--- config.mk ---
export PLATFORM = sky130hd
export DESIGN_NAME = bcd_countdown
export DESIGN_NICKNAME = d
export VERILOG_FILES = /design/src/rtl/bcd_countdown.sv
export SDC_FILE = /design/constraint.sdc
export NUM_CORES = 1
export LEC_CHECK = 0
export ABC_AREA = 1
export CELL_PAD_IN_SITES_DETAIL_PLACEMENT = 0
export CELL_PAD_IN_SITES_GLOBAL_PLACEMENT = 2
export CORE_ASPECT_RATIO = 2
export CORE_MARGIN = 5
export CORE_UTILIZATION = 26
export CTS_CLUSTER_SIZE = 24
export DETAILED_ROUTE_END_ITERATION = 8
export PLACE_DENSITY_LB_ADDON = 0.1
export SLEW_MARGIN = 20
export SYNTH_ARGS = -nofsm -noshare
export SYNTH_HDL_FRONTEND = slang
export SYNTH_SLANG_ARGS = --single-unit
--- constraint.sdc ---
create_clock -name clk -period 2.1 [get_ports clk]
set_input_delay 0.42 -clock clk [delete_from_list [all_inputs] [get_ports clk]]
set_output_delay 0.42 -clock clk [all_outputs]
set_load 0.1 [all_outputs]
--- src/rtl/bcd_countdown.sv ---
// bcd_countdown: two-digit BCD down-counter with start/pause/clear control, done pulse and expired flag
module bcd_countdown #(
    parameter bit AUTO_RELOAD = 1'b0
) (
    input  logic       clk,
    input  logic       reset_n,
    input  logic       tick,
    input  logic       start,
    input  logic       pause,
    input  logic       clear,
    input  logic [3:0] load_tens,
    input  logic [3:0] load_units,
    output logic [3:0] tens,
    output logic [3:0] units,
    output logic       running,
    output logic       expired,
    output logic       done
);
    typedef enum logic [1:0] {IDLE, RUN, PAUSED, EXPIRED} state_t;
    state_t     state, state_nx;
    logic [3:0] tens_nx, units_nx, rl_tens, rl_units, rl_tens_nx, rl_units_nx, ld_tens, ld_units;
    logic       done_nx;
    assign ld_tens  = load_tens  > 4'd9 ? 4'd9 : load_tens;
    assign ld_units = load_units > 4'd9 ? 4'd9 : load_units;
    always_comb begin
        state_nx    = state;
        tens_nx     = tens;
        units_nx    = units;
        rl_tens_nx  = rl_tens;
        rl_units_nx = rl_units;
        done_nx     = 1'b0;
        if (clear) begin
            state_nx = IDLE;
            tens_nx  = 4'd0;
            units_nx = 4'd0;
        end else if (start) begin
            tens_nx     = ld_tens;
            units_nx    = ld_units;
            rl_tens_nx  = ld_tens;
            rl_units_nx = ld_units;
            state_nx    = (ld_tens == 4'd0 && ld_units == 4'd0) ? EXPIRED : RUN;
            done_nx     = (ld_tens == 4'd0 && ld_units == 4'd0);
        end else begin
            case (state)
                RUN: begin
                    if (pause) begin
                        state_nx = PAUSED;
                    end else if (tick) begin
                        units_nx = units == 4'd0 ? 4'd9 : units - 4'd1;
                        tens_nx  = units == 4'd0 ? tens - 4'd1 : tens;
                        state_nx = (tens == 4'd0 && units == 4'd1) ? EXPIRED : RUN;
                        done_nx  = (tens == 4'd0 && units == 4'd1);
                    end
                end
                PAUSED: state_nx = pause ? RUN : PAUSED;
                EXPIRED: begin
                    // a 00 reload value would only re-expire, so it keeps the block parked here
                    if (AUTO_RELOAD && tick && (rl_tens != 4'd0 || rl_units != 4'd0)) begin
                        state_nx = RUN;
                        tens_nx  = rl_tens;
                        units_nx = rl_units;
                    end
                end
                default: state_nx = state;
            endcase
        end
    end
    always_ff @(posedge clk or negedge reset_n) begin
        if (!reset_n) begin
            state    <= IDLE;
            tens     <= 4'd0;
            units    <= 4'd0;
            rl_tens  <= 4'd0;
            rl_units <= 4'd0;
            done     <= 1'b0;
        end else begin
            state    <= state_nx;
            tens     <= tens_nx;
            units    <= units_nx;
            rl_tens  <= rl_tens_nx;
            rl_units <= rl_units_nx;
            done     <= done_nx;
        end
    end
    assign running = (state == RUN);
    assign expired = (state == EXPIRED);
endmodule

== Word-level counts from Yosys, hierarchy flattened ==
Index checks and enable logic that the tools add are counted.

* Bits in registers: 11
* Input port bits: 14
* Output and inout bits: 11
* Word-level logic and storage cells: 54

* $add $sub $neg: 2
* Order comparisons: 2
* Equal/unequal tests: 6
* Mux-type cells: 27
* Reduce and logical (&&, ||, !) cells: 13

{| class="wikitable"
|+ Operator list
! operator !! count
|-
| $mux W4 || 14
|-
| $logic_not A4 Y1 || 4
|-
| $mux W2 || 7
|-
| $reduce_bool A3 Y1 || 3
|-
| $gt A4 B4 Y1 const B || 2
|-
| $sub A4 B1 Y4 const B || 2
|-
| $mux W1 || 5
|-
| $ne A5 B5 Y1 const B || 1
|-
| $eq A2 B2 Y1 const B || 2
|-
| $eq A4 B1 Y1 const B || 1
|-
| $pmux W2 S2 || 1
|-
| $reduce_and A4 Y1 || 1
|-
| $reduce_bool A4 Y1 || 1
|-
| $ne A3 B2 Y1 const B || 1
|-
| $reduce_and A3 Y1 || 1
|-
| $eq A2 B1 Y1 const B || 1
|-
| $logic_and A1 B1 Y1 || 2
|-
| $reduce_and A2 Y1 || 1
|}

== Logic depth before layout (Yosys ltp) ==
* Word-level depth: 8
* Mapped depth: 10
* Gate-level depth less buffers: 10

== Worst setup path before layout ==
OpenSTA, ideal clock, no wires.

* Path type: reg2reg
* Start: register state[1]
* End: register tens[3]
* Library setup time: 0.068 ns
* Arrival: 1.920 ns
* Data required time: 2.032 ns
* Setup slack: 0.113 ns
* Stages on the path, launching flop included: 9
* Path buffers: 0
* Clock period less this slack: 1.987 ns
* Cells stage by stage: dfrtp_1 inv_1 ha_1 nand3_2 nand2_4 nand2_4 a21oi_2 nand3_1 nand2_1

* Word-level cells in the longest chain between the ends: 3

{| class="wikitable"
|+ Ends and longest elaborated chain
! element !! RTL line !! text
|-
| from (decl) || 20 || <nowiki>state_t state, state_nx;</nowiki>
|-
| from (signal assigned) || 77 || <nowiki>state <= state_nx;</nowiki>
|-
| $eq A2 B1 Y1 || - ||
|-
| net running || 15 || <nowiki>output logic running,</nowiki>
|-
| $reduce_bool A3 Y1 (no source line) || - ||
|-
| $reduce_and A4 Y1 (no source line) || - ||
|-
| to (signal assigned) || 78 || <nowiki>tens <= tens_nx;</nowiki>
|-
| to (decl) || 13 || <nowiki>output logic [3:0] tens,</nowiki>
|}

The timed path passes the listed nets, and every way through them passes these cells.
A chain may end at the register's enable or synchronous reset.

== Worst setup path in the final report ==
* Start: register state[1]
* End: output running

* Word-level cells in the longest chain between the ends: 1

{| class="wikitable"
|+ Ends and longest elaborated chain
! element !! RTL line !! text
|-
| $eq A2 B1 Y1 || 85 || <nowiki>assign running = (state == RUN);</nowiki>
|-
| to (decl) || 15 ||
|}

Every way passes these cells.

==> results_dict.tcl <==
set metrics [dict create \
    n_fill_cell 368 \
    synth_area_um2 865 \
    synth_seq_cells 11 \
    grt_pass1_wl_um 4380 \
    ys_types 21 \
    synth.most_common_cell "nand2_1" \
    whs_ps 512 \
    synth_warnings 0 \
    fin_nets 174 \
    cp_cell_sequence "inv_1 -> ha_1 -> buf_12" \
    final-seq-area_um2 275 \
    syn2layout_area_growth_pct 36.2 \
    yosys.area_share.simple_pct 38.6 \
    htreeDepth 1 \
    cts.repair.resized 0 \
    cts.sinks 11 \
    die_h_um 91.6 \
    synthMuxAreaShare_pct 0 \
    synthFlopType "dfrtp_1" \
    synth-seq-area-share_pct 31.8 \
    maxCapViolations 0 \
    synth.area.top_cells "dfrtp_1 (32%), nand2_1 (17%), ha_1 (7.2%), o21ai_0 (6.9%), nor2_1 (6.1%)" \
    yosys.area.top_type "dfrtp_1" \
    synth_top_family_by_area "simple AND/OR/NAND/NOR gates" \
    gr-total-overflow 0 \
    root_buffer "clkbuf_8" \
    fin_ws_ps 497 \
    peakVddDrop_mv 0.324 \
    cp_max_fo 4 \
    antenna_found_initial 0 \
    synth_top_area_share_pct 31.8 \
    clk_pin_slew_ps 60 \
    first_pass_iters 4 \
    num_antenna_cells 0 \
    outcome "finished, final reports clean" \
    syn_nets 146 \
    cp-end-kind "primary output" \
    p_leak_nw 0.593 \
    die_width_um 50.8 \
    wl_um 2630 \
    critical_path_class "reg -> out" \
    rsz0062_at_grt "false" \
    cp-startpoint "state[1]" \
    globalplace.congestion 0.737 \
    max_stage_delay_ps 420 \
    synth-adder-area-share_pct 7.24 \
    startpoint_type "flop" \
    regToRegStartpoint "state[1]" \
    wl_per_cell_um 14.2 \
    die-area_um2 4650 \
    ant_nets 0 \
    multi_input_area_um2 509 \
    setup-violations-final 0 \
    hpwl_um 2150 \
    tightest_slew_ps 609 \
    cts_buffers 3 \
    placementRows 29 \
    worstPathRequired_ps 1680 \
    tritoncts "done" \
    path_delay_family "flip-flops" \
    drc_errors 0 \
    grt_pass1_vias 969 \
    grt_usage_pct 12.3 \
    synth-xor-area-share_pct 1.01 \
    crit_slowest_cell "dfrtp_1" \
    drt_iter0_drc 13 \
    portBuffers 24 \
    vias 901 \
    fin_util_pct 36.9 \
    fin_tns_setup_ps 0 \
    hold_buffers 0 \
    synth_compound_area_share_pct 12.0 \
    hold_path_class "reg -> reg" \
    ios 25 \
    hp-start "tens[1]" \
    skew_ps 3.83 \
    preCtsSetupSlack_ps 348 \
    hold_viol 0 \
    vias_per_cell 4.87 \
    finalCritPeriodShare_pct 76.3 \
    syn_inst 127 \
    drive_above_1_share_pct 19.5 \
    clock.fmax_mhz 624 \
    cp_data_arrival_time_ps 1180 \
    core_area_um2 3190 \
    grt_max_degree 13 \
    synth_edf_count 0 \
    synth_common_cells "nand2_1 (39), nor2_1 (14), inv_1 (12), o21ai_0 (12), dfrtp_1 (11)" \
    initial_core_util_pct 27.1 \
    max-slew-margin-rel_pct 59.3 \
    async_flop_share_pct 100 \
    slew_viol_final 0 \
    clock_latency_ps 250 \
    clock_path_buffers 2 \
    syn_avg_cell_area_um2 6.81 \
    post_cts_buffers 0 \
    worst-path-buf-inv 2 \
    finalCriticalPeriod_ps 1600 \
    power.density_nw_per_um2 806 \
]
[cell usage in the layout (no fill, tap or decap), drive strengths merged]
| cell | n |
|---|---|
| buf | 12 |
| dfrtp | 11 |
| o22ai | 1 |
| clkdlybuf4s50 | 13 |
| nand2 | 43 |
| o21ai | 15 |
| inv | 17 |
| a21oi | 3 |
| nand3 | 11 |
| ha | 5 |
| xor2 | 1 |
| nand4 | 2 |
| nor2 | 16 |
| clkbuf | 4 |
[routing by layer]
layer  vias to the layer above  GRT usage, %  part of all wire (%)  wire (um)
met1                       418          11.4                    38        988
met2                        21          23.5                    56       1460
met4                         0          5.76                   1.8         48
met3                         4          2.62                   4.9        129
li1                        458             -                     -          -
met5                         -             0                     0          0
[metrics by stage]
step	std cells	total power (W)	cell area (um^2)
2_1_floorplan	127	0.000598	865
3_3_place_gp	181	0.000731	1130
3_5_place_dp	181	0.000728	1130
4_1_cts	185	0.000960	1180
5_1_grt	185	0.00101	1180
6_report	185	0.000949	1180
[worst paths after layout]
kind / to / slack [ps] / depth (start not counted)
setup reg to reg: tens[2] / 650 / 7
hold reg to reg: tens[1] / 510 / 2
min in group asynchronous: tens[0] / 550 / 1
hold / removal: tens[1] / 510 / 2
max in group asynchronous: state[0] / 1150 / 1
setup / recovery: running / 500 / 3
[where the power goes]
group	internal [W]	switching, W	total [W]
Clock	0.000134	0.0000965	0.000231
Combinational	0.000127	0.000326	0.000453
Sequential	0.000238	0.0000276	0.000265
Total	0.000499	0.000450	0.000949
[cell families after synthesis]
group | after synthesis
adders and majority gates | 5
DFF | 11
xor gates and xnor gates | 1
and+or+nand+nor | 72
AOI/OAI and AO/OA | 19
buffers and inverters | 19
[sequential cells by signal, indices dropped and copies added, names as in the netlist]
| name | flops |
|---|---|
| tens | 4 |
| units | 4 |
| done | 1 |
| state | 2 |
[worst reg2reg max path: cells and delay by family (launching register included)]
kind / cells / cell delay, ps
and+or+nand+nor: 4 / 550
AOI/OAI and AO/OA: 1 / 50
buffers and inverters: 1 / 70
adders and majority gates: 1 / 250
DFF: 1 / 420
[area by class of cell]
class | count | area share [%]
inverter | 17 | 5.42
sequential | 11 | 23.4
multi-input combinational | 97 | 43.3
timing repair buffer | 25 | 20.8
clock buffer | 4 | 3.83
tap | 31 | 3.29
Power figures use the tool's default switching activity.
